File: config.mk
export PLATFORM = sky130hd
export DESIGN_NAME = life_ram_sched_flat
export DESIGN_NICKNAME = d
export VERILOG_FILES = /design/src/rtl/life_ram_sched_if.sv /design/src/rtl/life_ram_sched.sv /design/src/flat_wrapper.sv
export SDC_FILE = /design/constraint.sdc
export NUM_CORES = 1
export LEC_CHECK = 0
export ABC_AREA = 1
export BUFFER_PORTS_ARGS = -buffer_cell sky130_fd_sc_hd__clkbuf_2
export CORE_MARGIN = 2
export CORE_UTILIZATION = 51
export CTS_CLUSTER_SIZE = 12
export DETAILED_ROUTE_END_ITERATION = 10
export PLACE_DENSITY = 0.86
export SLEW_MARGIN = 20
export SYNTH_ARGS = -nofsm -noshare
export SYNTH_HDL_FRONTEND = slang
export SYNTH_SLANG_ARGS = --single-unit
File: constraint.sdc
create_clock -name clk_pixel -period 2.5 [get_ports clk_pixel]
set_input_delay 0.125 -clock clk_pixel [delete_from_list [all_inputs] [get_ports clk_pixel]]
set_output_delay 0.125 -clock clk_pixel [all_outputs]
set_load 0.01 [all_outputs]
File: src/rtl/life_ram_sched_if.sv
// Bus bundle between the Life scheduler, its requesters and the SRAM pins.
// slave = scheduler side, master = video/life/CPU/SRAM environment side.
interface life_ram_sched_if #(
    parameter int ADDR_W = 19,
    parameter int DATA_W = 8
);
    logic              line_start;
    logic              active;
    logic              run;
    logic [ADDR_W-1:0] life_rd_addr;
    logic [DATA_W-1:0] life_rd_data;
    logic              life_rd_valid;
    logic [ADDR_W-1:0] life_wr_addr;
    logic [DATA_W-1:0] life_wr_data;
    logic              cpu_req;
    logic              cpu_rnw;
    logic [ADDR_W-1:0] cpu_addr;
    logic [DATA_W-1:0] cpu_wdata;
    logic              cpu_ack;
    logic [DATA_W-1:0] cpu_rdata;
    logic [ADDR_W-1:0] ram_addr;
    logic [DATA_W-1:0] ram_dout;
    logic              ram_doe;
    logic [DATA_W-1:0] ram_din;
    logic              ram_cel;
    logic              ram_oel;
    logic              ram_wel;

    modport slave (
        input  line_start, active, run,
        input  life_rd_addr, life_wr_addr, life_wr_data,
        output life_rd_data, life_rd_valid,
        input  cpu_req, cpu_rnw, cpu_addr, cpu_wdata,
        output cpu_ack, cpu_rdata,
        output ram_addr, ram_dout, ram_doe, ram_cel, ram_oel, ram_wel,
        input  ram_din
    );

    modport master (
        output line_start, active, run,
        output life_rd_addr, life_wr_addr, life_wr_data,
        input  life_rd_data, life_rd_valid,
        output cpu_req, cpu_rnw, cpu_addr, cpu_wdata,
        input  cpu_ack, cpu_rdata,
        input  ram_addr, ram_dout, ram_doe, ram_cel, ram_oel, ram_wel,
        output ram_din
    );
endinterface

File: src/rtl/life_ram_sched.sv
// Slot scheduler for the Life bitmap SRAM: 4-cycle windows A (life read) and
// B (life write), CPU accesses fill windows the life engine leaves spare.
module life_ram_sched #(
    parameter int                ADDR_W    = 19,
    parameter int                DATA_W    = 8,
    parameter logic [ADDR_W-1:0] IDLE_ADDR = '1
) (
    input  logic            clk_pixel,
    input  logic            rst_n,
    life_ram_sched_if.slave bus
);
    typedef enum logic [2:0] {W_IDLE, W_LREAD, W_LWRITE, W_CRD, W_CWR} win_e;

    win_e              win_q, win_d;
    logic [2:0]        phase_q, phase_d;
    logic [ADDR_W-1:0] addr_q, addr_d;
    logic [DATA_W-1:0] wdata_q, wdata_d;
    logic [DATA_W-1:0] cap_q, cap_d;
    logic              life_done_q, life_done_d;
    logic              cpu_done_q, cpu_done_d;
    logic              cpu_rd_done_q, cpu_rd_done_d;

    logic              cel_q, cel_d, oel_q, oel_d, wel_q, wel_d, doe_q, doe_d;
    logic [ADDR_W-1:0] ram_addr_q, ram_addr_d;
    logic [DATA_W-1:0] dout_q, dout_d;
    logic [DATA_W-1:0] lrd_q, lrd_d, crd_q, crd_d;
    logic              lvld_q, lvld_d, ack_q, ack_d;

    logic              k_last, boundary, cpu_fin, cpu_ok, rd_win, wr_win;

    // state register
    always_ff @(posedge clk_pixel or negedge rst_n) begin
        if (!rst_n) begin
            win_q         <= W_IDLE;
            phase_q       <= '0;
            addr_q        <= '0;
            wdata_q       <= '0;
            cap_q         <= '0;
            life_done_q   <= 1'b0;
            cpu_done_q    <= 1'b0;
            cpu_rd_done_q <= 1'b0;
            cel_q         <= 1'b1;
            oel_q         <= 1'b1;
            wel_q         <= 1'b1;
            doe_q         <= 1'b0;
            ram_addr_q    <= IDLE_ADDR;
            dout_q        <= '0;
            lrd_q         <= '0;
            crd_q         <= '0;
            lvld_q        <= 1'b0;
            ack_q         <= 1'b0;
        end else begin
            win_q         <= win_d;
            phase_q       <= phase_d;
            addr_q        <= addr_d;
            wdata_q       <= wdata_d;
            cap_q         <= cap_d;
            life_done_q   <= life_done_d;
            cpu_done_q    <= cpu_done_d;
            cpu_rd_done_q <= cpu_rd_done_d;
            cel_q         <= cel_d;
            oel_q         <= oel_d;
            wel_q         <= wel_d;
            doe_q         <= doe_d;
            ram_addr_q    <= ram_addr_d;
            dout_q        <= dout_d;
            lrd_q         <= lrd_d;
            crd_q         <= crd_d;
            lvld_q        <= lvld_d;
            ack_q         <= ack_d;
        end
    end

    // next-state: phase, window decision, completion capture
    always_comb begin
        phase_d  = bus.line_start ? 3'd0 : phase_q + 3'd1;
        k_last   = (phase_q[1:0] == 2'd3);
        boundary = (phase_d[1:0] == 2'd0);
        cpu_fin  = ((win_q == W_CRD) || (win_q == W_CWR)) && k_last;
        // Block a second CPU window until the current access has been acked;
        // a truncated CPU window does not count, so it is simply retried.
        cpu_ok   = bus.cpu_req && !cpu_fin && !cpu_done_q;

        win_d   = win_q;
        addr_d  = addr_q;
        wdata_d = wdata_q;
        if (boundary) begin
            if (!phase_d[2] && bus.active) begin
                win_d  = W_LREAD;
                addr_d = bus.life_rd_addr;
            end else if (phase_d[2] && bus.active && bus.run) begin
                win_d   = W_LWRITE;
                addr_d  = bus.life_wr_addr;
                wdata_d = bus.life_wr_data;
            end else if (cpu_ok) begin
                win_d   = bus.cpu_rnw ? W_CRD : W_CWR;
                addr_d  = bus.cpu_addr;
                wdata_d = bus.cpu_wdata;
            end else begin
                win_d = W_IDLE;
            end
        end

        life_done_d   = (win_q == W_LREAD) && k_last;
        cpu_done_d    = cpu_fin;
        cpu_rd_done_d = (win_q == W_CRD) && k_last;
        cap_d         = cap_q;
        if (((win_q == W_LREAD) || (win_q == W_CRD)) && k_last)
            cap_d = bus.ram_din;
    end

    // outputs: pin levels for the cycle we are entering, plus result stage
    always_comb begin
        rd_win     = (win_d == W_LREAD) || (win_d == W_CRD);
        wr_win     = (win_d == W_LWRITE) || (win_d == W_CWR);
        cel_d      = (win_d == W_IDLE);
        oel_d      = !rd_win;
        doe_d      = wr_win;
        // wel only in the middle two cycles so addr/data settle around it
        wel_d      = !(wr_win && ((phase_d[1:0] == 2'd1) || (phase_d[1:0] == 2'd2)));
        ram_addr_d = (win_d == W_IDLE) ? IDLE_ADDR : addr_d;
        dout_d     = wr_win ? wdata_d : dout_q;

        lvld_d = life_done_q;
        lrd_d  = life_done_q ? cap_q : lrd_q;
        ack_d  = cpu_done_q;
        crd_d  = cpu_rd_done_q ? cap_q : crd_q;
    end

    assign bus.ram_cel       = cel_q;
    assign bus.ram_oel       = oel_q;
    assign bus.ram_wel       = wel_q;
    assign bus.ram_doe       = doe_q;
    assign bus.ram_addr      = ram_addr_q;
    assign bus.ram_dout      = dout_q;
    assign bus.life_rd_data  = lrd_q;
    assign bus.life_rd_valid = lvld_q;
    assign bus.cpu_ack       = ack_q;
    assign bus.cpu_rdata     = crd_q;
endmodule

File: src/flat_wrapper.sv
// flat-port wrapper written by rule: the top's interface ports become plain ports
module life_ram_sched_flat 
#(
    parameter int                ADDR_W    = 19,
    parameter int                DATA_W    = 8,
    parameter logic [ADDR_W-1:0] IDLE_ADDR = '1
)
  (clk_pixel, rst_n, bus_line_start, bus_active, bus_run, bus_life_rd_addr, bus_life_wr_addr, bus_life_wr_data, bus_life_rd_data, bus_life_rd_valid, bus_cpu_req, bus_cpu_rnw, bus_cpu_addr, bus_cpu_wdata, bus_cpu_ack, bus_cpu_rdata, bus_ram_addr, bus_ram_dout, bus_ram_doe, bus_ram_cel, bus_ram_oel, bus_ram_wel, bus_ram_din);
  life_ram_sched_if #(.ADDR_W(ADDR_W), .DATA_W(DATA_W)) bus_i ();
  input  logic clk_pixel;
  input  logic rst_n;
  input wire logic [$bits(bus_i.line_start)-1:0] bus_line_start;
  input wire logic [$bits(bus_i.active)-1:0] bus_active;
  input wire logic [$bits(bus_i.run)-1:0] bus_run;
  input wire logic [$bits(bus_i.life_rd_addr)-1:0] bus_life_rd_addr;
  input wire logic [$bits(bus_i.life_wr_addr)-1:0] bus_life_wr_addr;
  input wire logic [$bits(bus_i.life_wr_data)-1:0] bus_life_wr_data;
  output wire logic [$bits(bus_i.life_rd_data)-1:0] bus_life_rd_data;
  output wire logic [$bits(bus_i.life_rd_valid)-1:0] bus_life_rd_valid;
  input wire logic [$bits(bus_i.cpu_req)-1:0] bus_cpu_req;
  input wire logic [$bits(bus_i.cpu_rnw)-1:0] bus_cpu_rnw;
  input wire logic [$bits(bus_i.cpu_addr)-1:0] bus_cpu_addr;
  input wire logic [$bits(bus_i.cpu_wdata)-1:0] bus_cpu_wdata;
  output wire logic [$bits(bus_i.cpu_ack)-1:0] bus_cpu_ack;
  output wire logic [$bits(bus_i.cpu_rdata)-1:0] bus_cpu_rdata;
  output wire logic [$bits(bus_i.ram_addr)-1:0] bus_ram_addr;
  output wire logic [$bits(bus_i.ram_dout)-1:0] bus_ram_dout;
  output wire logic [$bits(bus_i.ram_doe)-1:0] bus_ram_doe;
  output wire logic [$bits(bus_i.ram_cel)-1:0] bus_ram_cel;
  output wire logic [$bits(bus_i.ram_oel)-1:0] bus_ram_oel;
  output wire logic [$bits(bus_i.ram_wel)-1:0] bus_ram_wel;
  input wire logic [$bits(bus_i.ram_din)-1:0] bus_ram_din;
  assign bus_i.line_start = bus_line_start;
  assign bus_i.active = bus_active;
  assign bus_i.run = bus_run;
  assign bus_i.life_rd_addr = bus_life_rd_addr;
  assign bus_i.life_wr_addr = bus_life_wr_addr;
  assign bus_i.life_wr_data = bus_life_wr_data;
  assign bus_life_rd_data = bus_i.life_rd_data;
  assign bus_life_rd_valid = bus_i.life_rd_valid;
  assign bus_i.cpu_req = bus_cpu_req;
  assign bus_i.cpu_rnw = bus_cpu_rnw;
  assign bus_i.cpu_addr = bus_cpu_addr;
  assign bus_i.cpu_wdata = bus_cpu_wdata;
  assign bus_cpu_ack = bus_i.cpu_ack;
  assign bus_cpu_rdata = bus_i.cpu_rdata;
  assign bus_ram_addr = bus_i.ram_addr;
  assign bus_ram_dout = bus_i.ram_dout;
  assign bus_ram_doe = bus_i.ram_doe;
  assign bus_ram_cel = bus_i.ram_cel;
  assign bus_ram_oel = bus_i.ram_oel;
  assign bus_ram_wel = bus_i.ram_wel;
  assign bus_i.ram_din = bus_ram_din;
  life_ram_sched #(.ADDR_W(ADDR_W), .DATA_W(DATA_W), .IDLE_ADDR(IDLE_ADDR)) u_core (.clk_pixel(clk_pixel), .rst_n(rst_n), .bus(bus_i));
endmodule
# Word level (Yosys, flattened, before mapping)
# Index checks and enable logic that the tools add are counted.
# classes
n_eq_ne	10
n_reduce_logical	22
mux	15
add_sub_neg	1
# op_table
operator	n
19-bit two-way mux	5
8-bit two-way mux	4
3-bit two-way mux	6
1-bit logical AND	10
3-bit by 2-bit == test with 1-bit output, second input constant	3
3-bit by 1-bit == test with 1-bit output, second input constant	2
3-bit == test, second input constant	2
1-bit logical NOT	5
1-bit logical OR	5
2-bit == test, second input constant	2
3-bit by 1-bit adder with 3-bit output, second input constant	1
3-bit logical NOT	1
2-bit by 1-bit == test with 1-bit output, second input constant	1
2-bit logical NOT	1
# totals
word_cells	66
ff_bits	93
inputBits	88
output_inout_bits	49

# Longest topological paths before layout
# Gate-level depths: netlist of the first run.
# depth
ltp_word	14
ltp_mapped	14
ltp_nobuf	12

# Worst setup path after synthesis of the first run
# No wires, ideal clock.
# synth_path
path_type	register -> register
from	register u_core.phase_q[0]
to	register u_core.dout_q[0], in the netlist u_core.bus.ram_dout[0]
setup_time_ns	0.118
path_stages_with_launch	10
slack_ns	0.584
n_path_buf	1
synth_period_minus_slack_ns	1.916
t_arrival_ns	1.797
cell_sequence	dfrtp_1 ha_1 nand2_1 ha_1 clkbuf_1 nor2_1 a21oi_2 nand3_2 nand3_1 nand2_1
# synth_via
elab_chain_len	11
word_cells_on_any_way	23
classes_between	add/sub: 1; eq/ne: 3; mux: 9; reduce/logical: 10
# synth_rtl
element	line	source
from (decl)	life_ram_sched.sv:15	logic [2:0] phase_q, phase_d;
from (signal assigned)	life_ram_sched.sv:54	phase_q <= phase_d;
branches (longest 11 deep; another with 3-bit by 1-bit adder with 3-bit output)	--	
to (signal assigned)	life_ram_sched.sv:66	dout_q <= dout_d;
to (decl)	life_ram_sched.sv:25	logic [DATA_W-1:0] dout_q, dout_d;
# Several ways; the timed one is not identified.
# A chain may end at the register's enable or synchronous reset.

# Worst setup path after layout of the first run
# layout_path
from	register u_core.phase_q[0]
to	register u_core.dout_q[3], in the netlist u_core.bus.ram_dout[3]
# Same word-level chain as after synthesis.

==> impl_metrics.tcl, run 1 <==
set metrics [dict create \
    i_o_pin_total 137 \
    cts_tree "built" \
    worst_setup_path_start_kind "register" \
    cp_common_cell "sky130_fd_sc_hd__nand2_1" \
    grt_max_degree 57 \
    drtPass1Iterations 4 \
    cts_resized 0 \
    yosys.area_share.simple_pct 25.86 \
    initial_cell_density_of_the_core_pct 52.79 \
    worst_setup_hold_path_clk_slew_ps 90 \
    drt-wirelength-per-cell_um 13.61 \
    synth_area_leaders "sky130_fd_sc_hd__dfrtp_1 (41%), sky130_fd_sc_hd__nand2_1 (14%), sky130_fd_sc_hd__dfstp_2 (13%)" \
    fin_crit_ps 2311 \
    drt-initial-drc-count 139 \
    route.detailed.drc 0 \
    run_status "complete, no violations" \
    areaGrowthSynthToFinish_pct 23.68 \
    dieArea_mm2 0.009303 \
    routed_via_density 4.988 \
    synth_area_mm2 0.004359 \
    combinational_family_with_the_most_area_after_synthesis "simple AND/OR/NAND/NOR gates" \
    cts_setup_buffers 0 \
    n_fill_cell 682 \
    synth_top_cell_by_area "sky130_fd_sc_hd__dfrtp_1" \
    synth_compound_area_share_pct 4.994 \
    rsz0062_at_grt "false" \
    worst_pin_slew_ps 506.3 \
    timing.setup.tns_ps 0 \
    post_route_clock_period_utilization_pct 92.43 \
    critical_path.endpoint_type "register" \
    path_max_fanout 12 \
    placed_cell_count 724 \
    ff2ff_path_depth 10 \
    grt_pass1_wl_um 15880 \
    synth_mux_area_share_pct 6.200 \
    hold-path-cell-count 2 \
    ys_ff_latch 93 \
    sequential_fraction_of_the_synthesis_area_pct 54.02 \
    overflow_left_after_global_routing 0 \
    relSlewSlack_pct 66.25 \
    postSynthCellCount 498 \
    maximum_buffer_depth_of_the_clock_tree 2 \
    clock_tree.root_cell "sky130_fd_sc_hd__clkbuf_8" \
    post_layout_nonfiller_instances 748 \
    core_mm2 0.008258 \
    critPathArrivalTime_ps 2550 \
    place.gp.congestion 0.7650 \
    sink_count 93 \
    mappedNetlistNets 588 \
    mean_instance_size_in_the_synthesized_netlist_um2 8.753 \
    vias 3731 \
    die_h_um 96.45 \
    routed_wl_um 10180 \
    finalSetupViolations 0 \
    ctsHtreeMaxLevel 3 \
    report.final.hold_viol_count 0 \
    final_antenna_net_count 0 \
    port_buffers 136 \
    power-per-cell-area_mw_per_mm2 806.8 \
    worst_skew_pair.late_latency_ps 360 \
    std_cell_rows 33 \
    timing.critical_path.slowest_stage_cell "sky130_fd_sc_hd__dfrtp_1" \
    post-dp-hpwl_um 7310 \
    ys_warn_count 0 \
    timing.fmax_mhz 432.8 \
    total_grt_usage_pct 22.37 \
    synthXorXnorAreaFrac_pct 0 \
    fin_total_pwr_mw 4.350 \
    critical_path_cell_count 10 \
    fin_nets 728 \
    path_cells "ha_1, nand2_1, ha_1, inv_1, a21oi_4, nand2_1, nand2_1, nand3_2, nand3_1, nand2_1" \
    ir_worst_vdd_mv 0.3873 \
    worst_path_dominant_cell_family "simple AND/OR/NAND/NOR gates" \
    yosys.area_share.adder_pct 0.5741 \
    antenna_violations_before_repair 0 \
    total_of_max_cap_violations 0 \
    maxSlewViolCount 0 \
    layout-drive-gt1-share_pct 35.61 \
    hold_path_class "primary input to register" \
    cts_buffers 9 \
    timing.setup.critical_path_class "register to register" \
    cp.required_ps 2740 \
    p_leak_nw 3.015 \
    n_antenna_cell 0 \
    timing.critical_path.slowest_cell_delay_ps 390 \
    synthDistinctLibCells 26 \
    grt_pass1_vias 3516 \
    cp_num_buf_inv 1 \
    die_w_um 96.45 \
    synth_largest_type_area_fraction_pct 40.76 \
    worst_skew_ps 20.27 \
]
-- cells by family (layout without fill, tap and decap cells) --
family,count (synthesis),count (layout)
fa+ha+maj,2,2
simple gates,253,253
flops,93,93
buf+inv,87,232
compound gates,39,39
mux,24,24
-- cell usage after synthesis --
library cell / number
sky130_fd_sc_hd__buf_2: 6
sky130_fd_sc_hd__clkinv_1: 3
sky130_fd_sc_hd__dfstp_2: 22
sky130_fd_sc_hd__nand4_1: 10
sky130_fd_sc_hd__ha_1: 2
sky130_fd_sc_hd__a21oi_2: 1
sky130_fd_sc_hd__buf_6: 1
sky130_fd_sc_hd__inv_1: 59
sky130_fd_sc_hd__mux2_2: 24
sky130_fd_sc_hd__clkbuf_1: 9
sky130_fd_sc_hd__o21ai_0: 33
sky130_fd_sc_hd__dfrtp_1: 71
sky130_fd_sc_hd__nor2_1: 8
sky130_fd_sc_hd__nand2_1: 158
sky130_fd_sc_hd__or2_2: 10
sky130_fd_sc_hd__buf_1: 1
sky130_fd_sc_hd__nand3_2: 3
sky130_fd_sc_hd__buf_4: 6
sky130_fd_sc_hd__inv_2: 2
sky130_fd_sc_hd__a21oi_1: 2
sky130_fd_sc_hd__or2_1: 10
sky130_fd_sc_hd__nand3_4: 1
sky130_fd_sc_hd__a21oi_4: 1
sky130_fd_sc_hd__o21ai_2: 2
sky130_fd_sc_hd__nand2_2: 3
sky130_fd_sc_hd__nand3_1: 50
-- worst paths after layout --
path,slack [ps],to,from
hold reg to reg,390,u_core.bus.cpu_ack,u_core.ack_d
hold / removal,20,u_core.cap_q[5],bus_ram_din[5]
setup / recovery,190,u_core.bus.ram_dout[3],u_core.phase_q[0]
min in group asynchronous,280,u_core.bus.ram_dout[0],rst_n
setup reg to reg,190,u_core.bus.ram_dout[3],u_core.phase_q[0]
max in group asynchronous,1500,u_core.bus.ram_addr[5],rst_n
-- final cells by class --
type                    count  area [um2]  share of cell area [%]
multi-input cells         318        1640                   30.42
clock buffers               9       123.9                   2.298
well taps                 105       131.4                   2.437
clock inverters             7       65.06                   1.207
flip-flops and latches     93        2355                   43.68
repair buffers            152       835.8                   15.50
inverters                  64       240.2                   4.456
-- flip-flops by register name, summed over array words and instances (netlist names) --
name,cells
u_core.bus.ram_dout,8
u_core.life_done_q,1
u_core.cap_q,8
u_core.bus.ram_wel,1
u_core.ack_d,1
u_core.bus.life_rd_valid,1
u_core.bus.cpu_ack,1
u_core.bus.life_rd_data,8
u_core.phase_q,3
u_core.addr_q,19
u_core.wdata_q,8
u_core.win_q,3
u_core.bus.cpu_rdata,8
u_core.bus.ram_doe,1
u_core.bus.ram_oel,1
u_core.cpu_rd_done_q,1
u_core.bus.ram_addr,19
u_core.bus.ram_cel,1
-- through the flow --
step | util, % | setup slack [ps] | instance area, um2 | hold slack, ps
5_1_grt | 65.29 | 16.36 | 5391 | 14.11
2_1_floorplan | - | 584.3 | 4359 | -170.6
4_1_cts | 65.29 | 205.9 | 5391 | 3.438
3_5_place_dp | 62.03 | 230.2 | 5122 | 124.8
6_report | 65.29 | 189.3 | 5391 | 20.69
3_3_place_gp | 62.03 | 357.2 | 5122 | 116.0
-- placed cells by master, fill, tap and decap left out --
master                          Yosys  layout
sky130_fd_sc_hd__a21oi_1            2       2
sky130_fd_sc_hd__a21oi_2            1       1
sky130_fd_sc_hd__a21oi_4            1       1
sky130_fd_sc_hd__buf_12             0       1
sky130_fd_sc_hd__buf_4              6       8
sky130_fd_sc_hd__clkbuf_2           0     135
sky130_fd_sc_hd__clkbuf_8           0       9
sky130_fd_sc_hd__clkinv_1           3       3
sky130_fd_sc_hd__clkinv_4           0       1
sky130_fd_sc_hd__clkinvlp_4         0       1
sky130_fd_sc_hd__dfrtp_1           71      71
sky130_fd_sc_hd__dfstp_2           22      22
sky130_fd_sc_hd__dlygate4sd3_1      0       8
sky130_fd_sc_hd__ha_1               2       2
sky130_fd_sc_hd__inv_1             59      59
sky130_fd_sc_hd__inv_2              2       2
sky130_fd_sc_hd__inv_6              0       3
sky130_fd_sc_hd__inv_8              0       2
sky130_fd_sc_hd__mux2_2            24      24
sky130_fd_sc_hd__nand2_1          158     158
sky130_fd_sc_hd__nand2_2            3       3
sky130_fd_sc_hd__nand3_1           50      50
sky130_fd_sc_hd__nand3_2            3       3
sky130_fd_sc_hd__nand3_4            1       1
sky130_fd_sc_hd__nand4_1           10      10
sky130_fd_sc_hd__nor2_1             8       8
sky130_fd_sc_hd__o21ai_0           33      33
sky130_fd_sc_hd__o21ai_2            2       2
sky130_fd_sc_hd__or2_1             10      10
sky130_fd_sc_hd__or2_2             10      10
-- routing by layer --
| metal | part of all wire, % | GRT usage, % | vias up | wire [um] |
|---|---|---|---|---|
| li1 | - | - | 1837 | - |
| met1 | 41 | 28.73 | 1767 | 4219 |
| met2 | 53 | 38.83 | 115 | 5354 |
| met3 | 4.5 | 2.948 | 12 | 455 |
| met4 | 1.5 | 8.333 | 0 | 148 |
| met5 | 0 | 0 | - | 0 |
-- report_power, final --
group | internal, mW | switching (mW)
sequential | 1.98 | 0.224
combinational | 0.524 | 0.656
clock | 0.388 | 0.578
total | 2.89 | 1.46
-- timing repair --
item,CTS,global route
hold buffers,8,0
setup endpoints to repair,0,0
hold endpoints to repair,31,0
Power figures use the tool's default switching activity.
==> run 2: changes to the inputs <==
==> constraint.sdc (replaced) <==
create_clock -name clk_pixel -period 2.5 [get_ports clk_pixel]
set_input_delay 0.5 -clock clk_pixel [delete_from_list [all_inputs] [get_ports clk_pixel]]
set_output_delay 0.5 -clock clk_pixel [all_outputs]
set_load 0.01 [all_outputs]
==> run 2 against run 1 <==
Via count down 0.24%; final area down 1.6%; critical path depth up 2; count of clock-buffer cells in the layout up 2; fmax up 5.5%; power down 2.3%; critical path type unchanged; critical endpoint is now u_core.bus.ram_dout[5].
==> impl_metrics.tcl, run 2 (synthesis results as in run 1) <==
set metrics [dict create \
    worst_skew_pair.late_latency_ps 350 \
    timing.fmax_mhz 456.6 \
    clock_tree.root_cell "sky130_fd_sc_hd__clkbuf_8" \
    worst_skew_ps 9.414 \
    i_o_pin_total 137 \
    ir_worst_vdd_mv 0.3170 \
    route.detailed.drc 0 \
    worst_pin_slew_ps 460.1 \
    grt_max_degree 59 \
    path_cells "ha_1, inv_2, nand2_2, nand3_2, buf_4, nand2_1, nor2_1, nand2_1, nand2_1, nand2_1, nand4_1, nand2_1" \
    cp.required_ps 2740 \
    timing.critical_path.slowest_cell_delay_ps 390 \
    drt-initial-drc-count 125 \
    sink_count 93 \
    critical_path.endpoint_type "register" \
    total_of_max_cap_violations 0 \
    timing.critical_path.slowest_stage_cell "sky130_fd_sc_hd__dfrtp_1" \
    std_cell_rows 33 \
    routed_via_density 5.016 \
    run_status "complete, no violations" \
    hold_path_class "primary input to asynchronous set/reset pin" \
    critPathArrivalTime_ps 2430 \
    finalSetupViolations 0 \
    cts_resized 0 \
    n_antenna_cell 0 \
    antenna_violations_before_repair 0 \
    report.final.hold_viol_count 0 \
    cts-hold-fix-buffers 0 \
    ctsHtreeMaxLevel 3 \
    worst_hold_slack_ps 89.71 \
    relSlewSlack_pct 69.33 \
    grt_pass1_wl_um 15640 \
    fin_crit_ps 2190 \
    post-dp-hpwl_um 7405 \
    port_buffers 136 \
    path_max_fanout 23 \
    maxSlewViolCount 0 \
    fin_nets 722 \
    drtPass1Iterations 4 \
    layout-drive-gt1-share_pct 35.95 \
    final_antenna_net_count 0 \
    post_route_clock_period_utilization_pct 87.61 \
    final_worst_setup_slack_ps 309.7 \
    most-common-layout-cells "sky130_fd_sc_hd__nand2_1 (158), sky130_fd_sc_hd__clkbuf_2 (135), sky130_fd_sc_hd__dfrtp_1 (71)" \
    total_grt_usage_pct 21.76 \
    cts_setup_buffers 0 \
    die_h_um 96.45 \
    core_mm2 0.008258 \
    timing.setup.critical_path_class "register to register" \
    vias 3722 \
    place.gp.congestion 0.7953 \
    cp_common_cell "sky130_fd_sc_hd__nand2_1" \
    overflow_left_after_global_routing 0 \
    layout_commonest_cell "sky130_fd_sc_hd__nand2_1" \
    worst_setup_hold_path_clk_slew_ps 90 \
    power-per-cell-area_mw_per_mm2 801.3 \
    dieArea_mm2 0.009303 \
    die_w_um 96.45 \
    fin_total_pwr_mw 4.250 \
    post-place-ws_ps 334.9 \
    routed_wl_um 9963 \
    worst_setup_path_start_kind "register" \
    areaGrowthSynthToFinish_pct 21.67 \
    initial_cell_density_of_the_core_pct 52.79 \
    rsz0062_at_grt "false" \
    maximum_buffer_depth_of_the_clock_tree 2 \
    grt_pass1_vias 3416 \
    cts_buffers 9 \
    timing.setup.tns_ps 0 \
    p_leak_nw 2.981 \
    cts_tree "built" \
    drt-wirelength-per-cell_um 13.43 \
]
[run 2: final cells by class]
| type | instances | area (um2) |
|---|---|---|
| flip-flops and latches | 93 | 2355 |
| inverters | 64 | 240.2 |
| fillers | 709 | 2954 |
| well taps | 105 | 131.4 |
| repair buffers | 146 | 770.7 |
| clock buffers | 11 | 131.4 |
| multi-input cells | 318 | 1640 |
| clock inverters | 5 | 35.03 |
[run 2: through the flow]
stage          util [%]  area, um2  std cells
6_report          64.23       5304        742
5_1_grt           64.23       5304        742
3_5_place_dp      62.21       5137        726
4_1_cts           64.23       5304        742
3_3_place_gp      62.21       5137        726
2_1_floorplan         -       4359        498
[run 2: path summary, 6_finish.rpt]
path | start | endpoint | slack [ps] | cells after the start
worst max-delay path | u_core.phase_q[0] | u_core.bus.ram_dout[5] | 310 | 12
worst min-delay path | rst_n | u_core.wdata_q[2] | 90 | 1
worst max register to register | u_core.phase_q[0] | u_core.bus.ram_dout[5] | 310 | 12
worst min register to register | u_core.ack_d | u_core.bus.cpu_ack | 380 | 0
max in group asynchronous | rst_n | u_core.bus.ram_addr[5] | 1710 | 2
min in group clk_pixel | bus_line_start | u_core.phase_q[0] | 330 | 2
[run 2: critical path: cells and delay by family (launching register included)]
family | cells | cell delay [ps]
adder cells (fa/ha/maj) | 1 | 260
buffers and inverters | 2 | 340
flip-flops | 1 | 390
AND/OR/NAND/NOR | 9 | 1090
[run 2: layer usage]
metal | global-route usage (%) | share of wire (%) | up-vias
met5 | 0 | 0 | -
met4 | 7.629 | 1.1 | 0
met3 | 2.638 | 4.9 | 11
met2 | 37.85 | 53 | 110
met1 | 28.21 | 41 | 1776
li1 | - | - | 1825
[run 2: power breakdown]
part           internal [mW]  switching [mW]
Clock                  0.366           0.511
Combinational          0.522           0.656
Sequential              1.98           0.215
Total                   2.87            1.38
